File: src/rtl/aes_subbytes_serial.sv
// Serial AES SubBytes engine: one byte per cycle through a single S-box,
// with optional ShiftRows applied combinationally on the output.

module des_sbox (
   input  logic [7:0] in,
   output logic [7:0] out
);

   function automatic logic [7:0] gf_mul(input logic [7:0] a, input logic [7:0] b);
      logic [7:0] p;
      logic [7:0] aa;
      p  = 8'h00;
      aa = a;
      for (int i = 0; i < 8; i++) begin
         if (b[i]) p = p ^ aa;
         aa = {aa[6:0], 1'b0} ^ (aa[7] ? 8'h1b : 8'h00);
      end
      return p;
   endfunction

   // Inverse as x^254 (square-and-multiply); maps 0 to 0 as AES requires.
   function automatic logic [7:0] gf_inv(input logic [7:0] x);
      logic [7:0] t;
      logic [7:0] r;
      t = gf_mul(x, x);
      r = 8'h01;
      for (int i = 0; i < 7; i++) begin
         r = gf_mul(r, t);
         t = gf_mul(t, t);
      end
      return r;
   endfunction

   logic [7:0] w_inv;

   always_comb begin
      w_inv = gf_inv(in);
      out   = w_inv ^ {w_inv[6:0], w_inv[7]} ^ {w_inv[5:0], w_inv[7:6]}
            ^ {w_inv[4:0], w_inv[7:5]} ^ {w_inv[3:0], w_inv[7:4]} ^ 8'h63;
   end

endmodule

// state | meaning
// IDLE  | waiting for in_valid; in_ready high when not in reset
// SUB   | substituting byte cnt of wr each cycle
// HOLD  | result presented on out_state until out_ready
module aes_subbytes_serial #(
   parameter int SHIFT_ROWS = 0
) (
   input  logic         clk,
   input  logic         rst,
   input  logic         in_valid,
   output logic         in_ready,
   input  logic [127:0] in_state,
   output logic         out_valid,
   input  logic         out_ready,
   output logic [127:0] out_state,
   output logic         busy
);

   typedef enum logic [1:0] {IDLE, SUB, HOLD} state_t;

   state_t       r_state;
   logic [3:0]   r_cnt;
   logic [127:0] r_wr;
   logic         r_out_valid;
   logic         r_busy;

   logic [7:0]   w_bytes [16];
   logic [7:0]   w_sb_in;
   logic [7:0]   w_sb_out;
   logic [127:0] w_wr_sub;

   genvar k;
   generate
      for (k = 0; k < 16; k++) begin : g_byte
         assign w_bytes[k] = r_wr[127-8*k -: 8];
         assign w_wr_sub[127-8*k -: 8] = (r_cnt == 4'(k)) ? w_sb_out : r_wr[127-8*k -: 8];
      end
   endgenerate

   assign w_sb_in = w_bytes[r_cnt];

   des_sbox u_sbox (
      .in  (w_sb_in),
      .out (w_sb_out)
   );

   always_ff @(posedge clk or posedge rst) begin
      if (rst) begin
         r_state     <= IDLE;
         r_cnt       <= 4'd0;
         r_wr        <= '0;
         r_out_valid <= 1'b0;
         r_busy      <= 1'b0;
      end else begin
         case (r_state)
            IDLE: begin
               if (in_valid) begin
                  r_wr    <= in_state;
                  r_cnt   <= 4'd0;
                  r_state <= SUB;
                  r_busy  <= 1'b1;
               end
            end
            SUB: begin
               r_wr  <= w_wr_sub;
               r_cnt <= r_cnt + 4'd1;
               if (r_cnt == 4'd15) begin
                  r_state     <= HOLD;
                  r_out_valid <= 1'b1;
               end
            end
            HOLD: begin
               if (out_ready) begin
                  r_state     <= IDLE;
                  r_out_valid <= 1'b0;
                  r_busy      <= 1'b0;
               end
            end
            default: begin
               r_state     <= IDLE;
               r_out_valid <= 1'b0;
               r_busy      <= 1'b0;
            end
         endcase
      end
   end

   assign in_ready  = (r_state == IDLE) && !rst;
   assign out_valid = r_out_valid;
   assign busy      = r_busy;

   // Output byte (row r, col c) takes wr byte (r, (c+r) mod 4).
   generate
      if (SHIFT_ROWS != 0) begin : g_shift
         genvar c, r;
         for (c = 0; c < 4; c++) begin : g_col
            for (r = 0; r < 4; r++) begin : g_row
               assign out_state[127-8*(4*c+r) -: 8] = r_wr[127-8*(4*((c+r)%4)+r) -: 8];
            end
         end
      end else begin : g_plain
         assign out_state = r_wr;
      end
   endgenerate

endmodule

File: config.mk
export PLATFORM = sky130hd
export DESIGN_NAME = aes_subbytes_serial
export DESIGN_NICKNAME = d
export VERILOG_FILES = /design/src/rtl/aes_subbytes_serial.sv
export SDC_FILE = /design/constraint.sdc
export NUM_CORES = 1
export LEC_CHECK = 0
export CORE_UTILIZATION = 54
export CTS_CLUSTER_DIAMETER = 60
export CTS_CLUSTER_SIZE = 28
export DETAILED_ROUTE_END_ITERATION = 12
export PLACE_DENSITY = 0.85
export SLEW_MARGIN = 20
export SYNTH_ARGS = -nofsm -noshare
export SYNTH_HDL_FRONTEND = slang
export SYNTH_SLANG_ARGS = --single-unit
File: constraint.sdc
create_clock -name clk -period 15.85 [get_ports clk]
set_input_delay 4.755 -clock clk [delete_from_list [all_inputs] [get_ports clk]]
set_output_delay 4.755 -clock clk [all_outputs]
set_load 0.02 [all_outputs]
# Word level (Yosys, flattened, before mapping)
# Cells that the tools add are included.
# totals
ff_bits	136
input_bits	132
# classes
n_addsub	1
n_eq_ne	35
n_bitwise	197
reduce_logical	25
muxes	235
magnitude_cmp	1
# ops
cell	n
$xor A8 B8 Y8	186
$mux W8	123
$mux W5	92
$pmux W128 S2	1
$mux W128	1
$reduce_and A3 Y1	19
$ne A2 B2 Y1 const B	18
$bmux W8 S4	1
$eq A4 B4 Y1 const B	8
$eq A4 B3 Y1 const B	4
$eq A4 B2 Y1 const B	2
$mux W2	4
$mux W4	2
$pmux W4 S2	1
$mux W7	1
$not A1 Y1 const A	7
$mux W6	1
$pmux W1 S3	2
$pmux W2 S3	1
$ge A5 B5 Y1 const B	1
$not A4 Y5	1
$add A4 B1 Y4 const B	1
$eq A4 B1 Y1 const B	1
$logic_not A4 Y1	1
other kinds (11)	15

# Depth between registers and ports, before layout
# logic_depth
ltp_word	138
depth_mapped	78
depth_no_buf	59

# By module
# A second synthesis with hierarchy kept.
# unflattened
hier_cells	2649
hier_area_um2	23032.1
# modules_own_cells
module	cells_each	instances	seq_area_each_um2	area_per_inst_um2
des_sbox	1942	1	0.0	15220.8
aes_subbytes_serial	707	1	3403.3	7811.2

# Least setup slack after synthesis
# OpenSTA, ideal clock, no wires.
# synth_path
path_type	reg2reg
startpoint	register r_cnt[0]
endpoint	register r_wr[100], in the netlist out_state[100]
slack_ns	-1.274
arrival_time_ns	17.002
period_less_slack_ns	17.124
n_path_buf	13
setup_time_ns	0.122
path_stages_with_launch	72
required_time_ns	15.728
path_cell_list	dfrtp_1 -> buf_6 -> buf_6 -> mux4_2 -> mux2_2 -> o21ai_4 -> inv_2 -> buf_4 -> ha_1 -> clkbuf_1 -> xnor2_1 -> o22ai_1 -> a31oi_2 -> xnor2_1 -> clkbuf_1 -> ha_1 -> inv_1 -> clkbuf_1 -> [... 36 more ...] -> a211oi_1 -> o22ai_1 -> mux2i_1 -> or3_1 -> buf_4 -> nor2_1 -> xor3_2 -> xnor2_4 -> xor2_1 -> nor2_1 -> xnor3_1 -> xnor3_1 -> xnor3_1 -> xnor3_1 -> xnor2_1 -> nor2_2 -> buf_6 -> o21ai_1
# synth_via
elab_chain_len	134
# synth_lines
item	line_no	source
start, declared	65	logic [3:0] r_cnt;
start signal, assigned	109	r_cnt <= r_cnt + 4'd1;
$not A4 Y5 (implied by the code)	83	assign w_sb_in = w_bytes[r_cnt];
$bmux W8 S4	83	
$mux W8 (implied by the code) (2 in a row)	83	
$mux W5 (tied with other cells)	16	aa = {aa[6:0], 1'b0} ^ (aa[7] ? 8'h1b : 8'h00);
$xor A8 B8 Y8 (on tied branches)	16, 15	
$xor A8 B8 Y8 or $mux W8 (tied branches)	15	if (b[i]) p = p ^ aa;
$mux W8 or $xor A8 B8 Y8 (tied branches)	15	
$xor A8 B8 Y8 or $mux W8 (tied branches)	15	
[... 115 more ...]	-	
$xor A8 B8 Y8	15	
$mux W8	15	
$xor A8 B8 Y8	15	
$mux W8	15	
$xor A8 B8 Y8 (2 in a row)	38	out = w_inv ^ {w_inv[6:0], w_inv[7]} ^ {w_inv[5:0], w_inv[7:6]}
$xor A8 B8 Y8 (2 in a row)	39	^ {w_inv[4:0], w_inv[7:5]} ^ {w_inv[3:0], w_inv[7:4]} ^ 8'h63;
$mux W8	79	assign w_wr_sub[127-8*k -: 8] = (r_cnt == 4'(k)) ? w_sb_out : r_wr[127-8*k -: 8];
$pmux W128 S2	98	case (r_state)
end signal, assigned	101	r_wr <= in_state;
end signal, assigned	108	r_wr <= w_wr_sub;
end, declared	66	logic [127:0] r_wr;
# Parallel ways exist; a longest one is shown, timed or not. The select of a mux whose other input is x is not followed.
# A chain may end at the register's enable or synchronous reset.

# Worst setup path in the final report
# layout_path
startpoint	register r_cnt[0]
endpoint	register r_wr[66], in the netlist out_state[66]
# The elaborated chain is that of the path after synthesis.

==> impl_results.html <==
<table>
<tr><th>Metric</th><th>Value</th></tr>
<tr><th colspan="2">GRT</th></tr>
<tr><td>Via count of the first global-routing pass</td><td>23838</td></tr>
<tr><td>Global-route usage over all layers</td><td>39.0%</td></tr>
<tr><td>Remaining Overflow, GRT</td><td>0</td></tr>
<tr><td>Largest net degree at the start of global routing</td><td>92</td></tr>
<tr><td>First-pass GRT wire length</td><td>135000 µm</td></tr>
<tr><td>Number of antenna violations at the first check in global routing</td><td>0</td></tr>
<tr><th colspan="2">STA</th></tr>
<tr><td>Finish-stage setup viols</td><td>0</td></tr>
<tr><td>Transition at the pin with the smallest max-transition slack</td><td>1010 ps</td></tr>
<tr><td>Maximum clock rate</td><td>64.6 MHz</td></tr>
<tr><td>Number of max-slew violations in the final report</td><td>0</td></tr>
<tr><td>Final Cycle Share</td><td>97.7%</td></tr>
<tr><td>Final hold violations</td><td>0</td></tr>
<tr><td>Max transition margin</td><td>32.5%</td></tr>
<tr><td>Final setup skew</td><td>10.2 ps</td></tr>
<tr><td>Minimum clock period</td><td>15480 ps</td></tr>
<tr><th colspan="2">Setup path</th></tr>
<tr><td>Critical path's slowest cell</td><td>sky130_fd_sc_hd__xor3_2</td></tr>
<tr><td>Crit path kind</td><td>reg2reg</td></tr>
<tr><td>Worst Path Arrival</td><td>15840 ps</td></tr>
<tr><td>Kind of launch point of the worst setup path</td><td>flip-flop</td></tr>
<tr><td>Delay of the slowest cell on the worst path</td><td>590 ps</td></tr>
<tr><td>Maximum fanout along the worst path</td><td>9</td></tr>
<tr><td>First element of the critical path</td><td>r_cnt[0]</td></tr>
<tr><td>Data required, critical path</td><td>16200 ps</td></tr>
<tr><td>Endpoint type of the worst setup path</td><td>flip-flop</td></tr>
<tr><td>Origin of the critical flop-to-flop path</td><td>r_cnt[0]</td></tr>
<tr><th colspan="2">Floorplan</th></tr>
<tr><td>Die ar.</td><td>43500 µm²</td></tr>
<tr><td>Horizontal extent of the die</td><td>209 µm</td></tr>
<tr><td>Overall die height</td><td>209 µm</td></tr>
<tr><td>I/O pins</td><td>263</td></tr>
<tr><td>Number of rows in the core area</td><td>75</td></tr>
<tr><td>Effective utilization at floorplan</td><td>54.8%</td></tr>
<tr><td>Core region area</td><td>42000 µm²</td></tr>
<tr><th colspan="2">Detailed routing</th></tr>
<tr><td>DRC violations left</td><td>0</td></tr>
<tr><td>Total wire length</td><td>88500 µm</td></tr>
<tr><td>Remaining number of nets flagged by the antenna check after routing</td><td>0</td></tr>
<tr><td>Total via count in the routed design</td><td>24637</td></tr>
<tr><td>Number of DRC markers after the initial detailed-route iteration</td><td>2769</td></tr>
<tr><td>Number of detailed-routing iterations run before antenna repair</td><td>8</td></tr>
<tr><td>Average vias per placed instance</td><td>6.51</td></tr>
<tr><td>Average detailed-routed wire length per instance</td><td>23.4 µm</td></tr>
<tr><th colspan="2">Synth</th></tr>
<tr><td>Number of warning messages in the yosys log</td><td>0</td></tr>
<tr><td>Post-synth net total</td><td>3007</td></tr>
<tr><td>Share of synthesized area spent on multiplexers</td><td>7.27%</td></tr>
<tr><td>Share of flip-flops with an asynchronous set or reset after synthesis</td><td>100%</td></tr>
<tr><td>Most numerous cell types in the synthesized netlist</td><td>sky130_fd_sc_hd__xnor2_1, sky130_fd_sc_hd__nor2_1, sky130_fd_sc_hd__nand2_1</td></tr>
<tr><td>Register bit count reported by yosys</td><td>136</td></tr>
<tr><td>Number of standard cells after synthesis</td><td>2864</td></tr>
<tr><td>Fraction of synthesized cell area taken by the top area cell type</td><td>14.8%</td></tr>
<tr><td>Synth Area in Compound Gates</td><td>20.8%</td></tr>
<tr><td>Yosys top cell by area</td><td>sky130_fd_sc_hd__dfrtp_1</td></tr>
<tr><td>Sequential fraction of the synthesis area</td><td>14.8%</td></tr>
<tr><td>Simple logic cell fraction of the synthesized area</td><td>18.7%</td></tr>
<tr><td>Biggest area contributors in the synthesized netlist</td><td>sky130_fd_sc_hd__dfrtp_1, sky130_fd_sc_hd__xnor2_1, sky130_fd_sc_hd__xnor3_1</td></tr>
<tr><td>Number of enable flip-flop cells after synthesis</td><td>0</td></tr>
<tr><td>Dominant synthesized flop cell</td><td>sky130_fd_sc_hd__dfrtp_1</td></tr>
<tr><td>Area of the mapped netlist</td><td>23100 µm²</td></tr>
<tr><td>Combinational family with the most area after synthesis</td><td>XOR/XNOR gates</td></tr>
<tr><td>Parity-gate share of the synthesized area counting xor and xnor cells</td><td>33.0%</td></tr>
<tr><td>Area share of fa/ha/maj cells after synthesis</td><td>0.597%</td></tr>
<tr><td>Most frequently used cell type in the post-synthesis netlist</td><td>sky130_fd_sc_hd__xnor2_1</td></tr>
<tr><td>Count of unique library cells instantiated by Yosys</td><td>112</td></tr>
<tr><td>Mean instance size in the synthesized netlist</td><td>8.05 µm²</td></tr>
<tr><th colspan="2">Finish</th></tr>
<tr><td>Area of all placed cells without fillers</td><td>29400 µm²</td></tr>
<tr><td>ANT cells</td><td>0</td></tr>
<tr><td>Final nets</td><td>3373</td></tr>
<tr><td>Area added between synthesis and finish</td><td>27.3%</td></tr>
<tr><td>Fraction of final layout cells sized beyond drive strength 1</td><td>20.5%</td></tr>
<tr><th colspan="2">Clock network</th></tr>
<tr><td>Post-CTS clock slew at the launch and capture registers of the worst setup and hold paths</td><td>60 ps</td></tr>
<tr><td>Clock latency of the later-clocked register in the worst-skew pair</td><td>430 ps</td></tr>
<tr><td>Deepest level of the CTS H-tree</td><td>4</td></tr>
<tr><td>Root buffer cell</td><td>sky130_fd_sc_hd__clkbuf_16</td></tr>
<tr><td>Clock tree from TritonCTS</td><td>done</td></tr>
<tr><td>Maximum number of buffers from clock root to sink</td><td>2</td></tr>
<tr><td>Total clock sinks</td><td>136</td></tr>
<tr><td>Total CTS buffers</td><td>17</td></tr>
<tr><th colspan="2">Job</th></tr>
<tr><td>Reported max-cap violation count</td><td>0</td></tr>
<tr><th colspan="2">Outcome</th></tr>
<tr><td>Outcome</td><td>finished, final reports clean</td></tr>
<tr><th colspan="2">Place</th></tr>
<tr><td>Area after detailed placement</td><td>27300 µm²</td></tr>
<tr><td>Port-buffer cells</td><td>262</td></tr>
<tr><td>Routability cong.</td><td>0.989</td></tr>
<tr><td>HPWL after detailed placement</td><td>65300 µm</td></tr>
<tr><th colspan="2">Min path</th></tr>
<tr><td>Hold path startpoint</td><td>busy</td></tr>
<tr><td>Worst min path class</td><td>reg2reg</td></tr>
</table>
## critical path: cells and delay by family (launching register included)
family / cells / cell delay [ps]
adders and majority gates: 2 / 500
and+or+nand+nor: 17 / 4010
xor gates and xnor gates: 13 / 3490
buffers and inverters: 11 / 1520
muxes: 9 / 2250
DFF: 1 / 430
AOI/OAI and AO/OA: 13 / 3140
## placed cells by master (no fill, tap or decap), types with 11 or more instances in the layout
cell	Yosys	layout
sky130_fd_sc_hd__a31oi_1	17	16
sky130_fd_sc_hd__nand4_1	16	16
sky130_fd_sc_hd__nor3_1	71	65
sky130_fd_sc_hd__nand3_1	68	67
sky130_fd_sc_hd__clkdlybuf4s50_1	0	262
sky130_fd_sc_hd__nor2b_1	12	11
sky130_fd_sc_hd__a21oi_2	22	42
sky130_fd_sc_hd__o21ai_0	168	162
sky130_fd_sc_hd__mux2_2	19	17
sky130_fd_sc_hd__nand2_1	316	315
sky130_fd_sc_hd__xnor3_1	97	80
sky130_fd_sc_hd__xnor2_1	387	346
sky130_fd_sc_hd__dfrtp_1	136	134
sky130_fd_sc_hd__a21oi_1	213	190
sky130_fd_sc_hd__or3_1	18	17
sky130_fd_sc_hd__o21ai_1	90	94
sky130_fd_sc_hd__xnor2_2	34	65
sky130_fd_sc_hd__xnor3_2	7	23
sky130_fd_sc_hd__xor2_2	8	20
sky130_fd_sc_hd__o211ai_1	18	18
sky130_fd_sc_hd__and3_1	14	14
sky130_fd_sc_hd__o31ai_1	14	13
sky130_fd_sc_hd__a211oi_1	26	21
sky130_fd_sc_hd__mux2i_1	67	60
sky130_fd_sc_hd__xnor2_4	13	23
sky130_fd_sc_hd__buf_4	18	250
sky130_fd_sc_hd__clkbuf_16	0	19
sky130_fd_sc_hd__inv_1	30	25
sky130_fd_sc_hd__and2_1	16	16
sky130_fd_sc_hd__nor2_1	379	373
sky130_fd_sc_hd__o22ai_1	26	25
sky130_fd_sc_hd__mux4_2	33	33
sky130_fd_sc_hd__buf_12	0	11
sky130_fd_sc_hd__xor2_1	70	57
sky130_fd_sc_hd__nand2b_1	14	13
## through the flow
step	setup slack (ps)	setup TNS [ps]	hold WS, ps	util (%)	instances
final	367	0	479	69.8	3782
after floorplan	105	0	514	-	2864
after CTS	4.42	0	488	67.0	3729
after global placement	-305	-22590	468	64.9	3685
after global routing	-203	-10830	508	69.8	3782
after detailed placement	-834	-80140	474	64.9	3685
## registers in the layout (all words and copies together) (netlist names)
name and cells:
busy 1, out_state 128, out_valid 1, r_cnt 4, r_state 2
## cells by family after synthesis
kind of cell             Yosys count
multiplexers                     123
buffers and inverters            230
AO/OA/AOI/OAI                    759
XOR/XNOR                         625
flip-flops                       136
AND/OR/NAND/NOR                  980
adder cells (fa/ha/maj)           11
## cell type report
class / instances / area [µm²]
multi-input combinational: 2501 / 19700
fill: 3294 / 12700
timing repair buffer: 535 / 4890
sequential: 136 / 3410
tap: 539 / 674
clock buffer: 19 / 453
inverter: 39 / 156
clock inverter: 13 / 109
## layer usage
layer | share of wire, % | routed length, µm | up-vias | GRT usage [%]
met5 | 0 | 0 | - | 0
met1 | 36 | 31500 | 11557 | 46.7
met4 | 7.6 | 6720 | 0 | 26.0
met2 | 47 | 41500 | 1778 | 64.7
li1 | - | - | 10871 | -
met3 | 9.8 | 8680 | 431 | 6.66
## path summary, 6_finish.rpt
| kind | end | cells past startpoint | slack (ps) |
|---|---|---|---|
| setup / recovery | out_state[66] | 65 | 370 |
| hold / removal | busy | 2 | 480 |
| setup reg to reg | out_state[66] | 65 | 370 |
| hold reg to reg | busy | 2 | 480 |
| max in group asynchronous | out_state[27] | 3 | 9850 |
| min in group asynchronous | out_state[93] | 2 | 4820 |
## repair_timing
item                                    4_1_cts  5_1_grt
gates cloned                                  2        4
hold buffers                                  0        0
endpoints found under the setup margin      128      128
setup buffers                                10       49
pin swaps                                    14       52
hold endpoints to repair                      0        0
resized for setup                            34      147
Power is not shown: default switching activity piles up to over one toggle a cycle in this logic, so the estimate is an artifact.
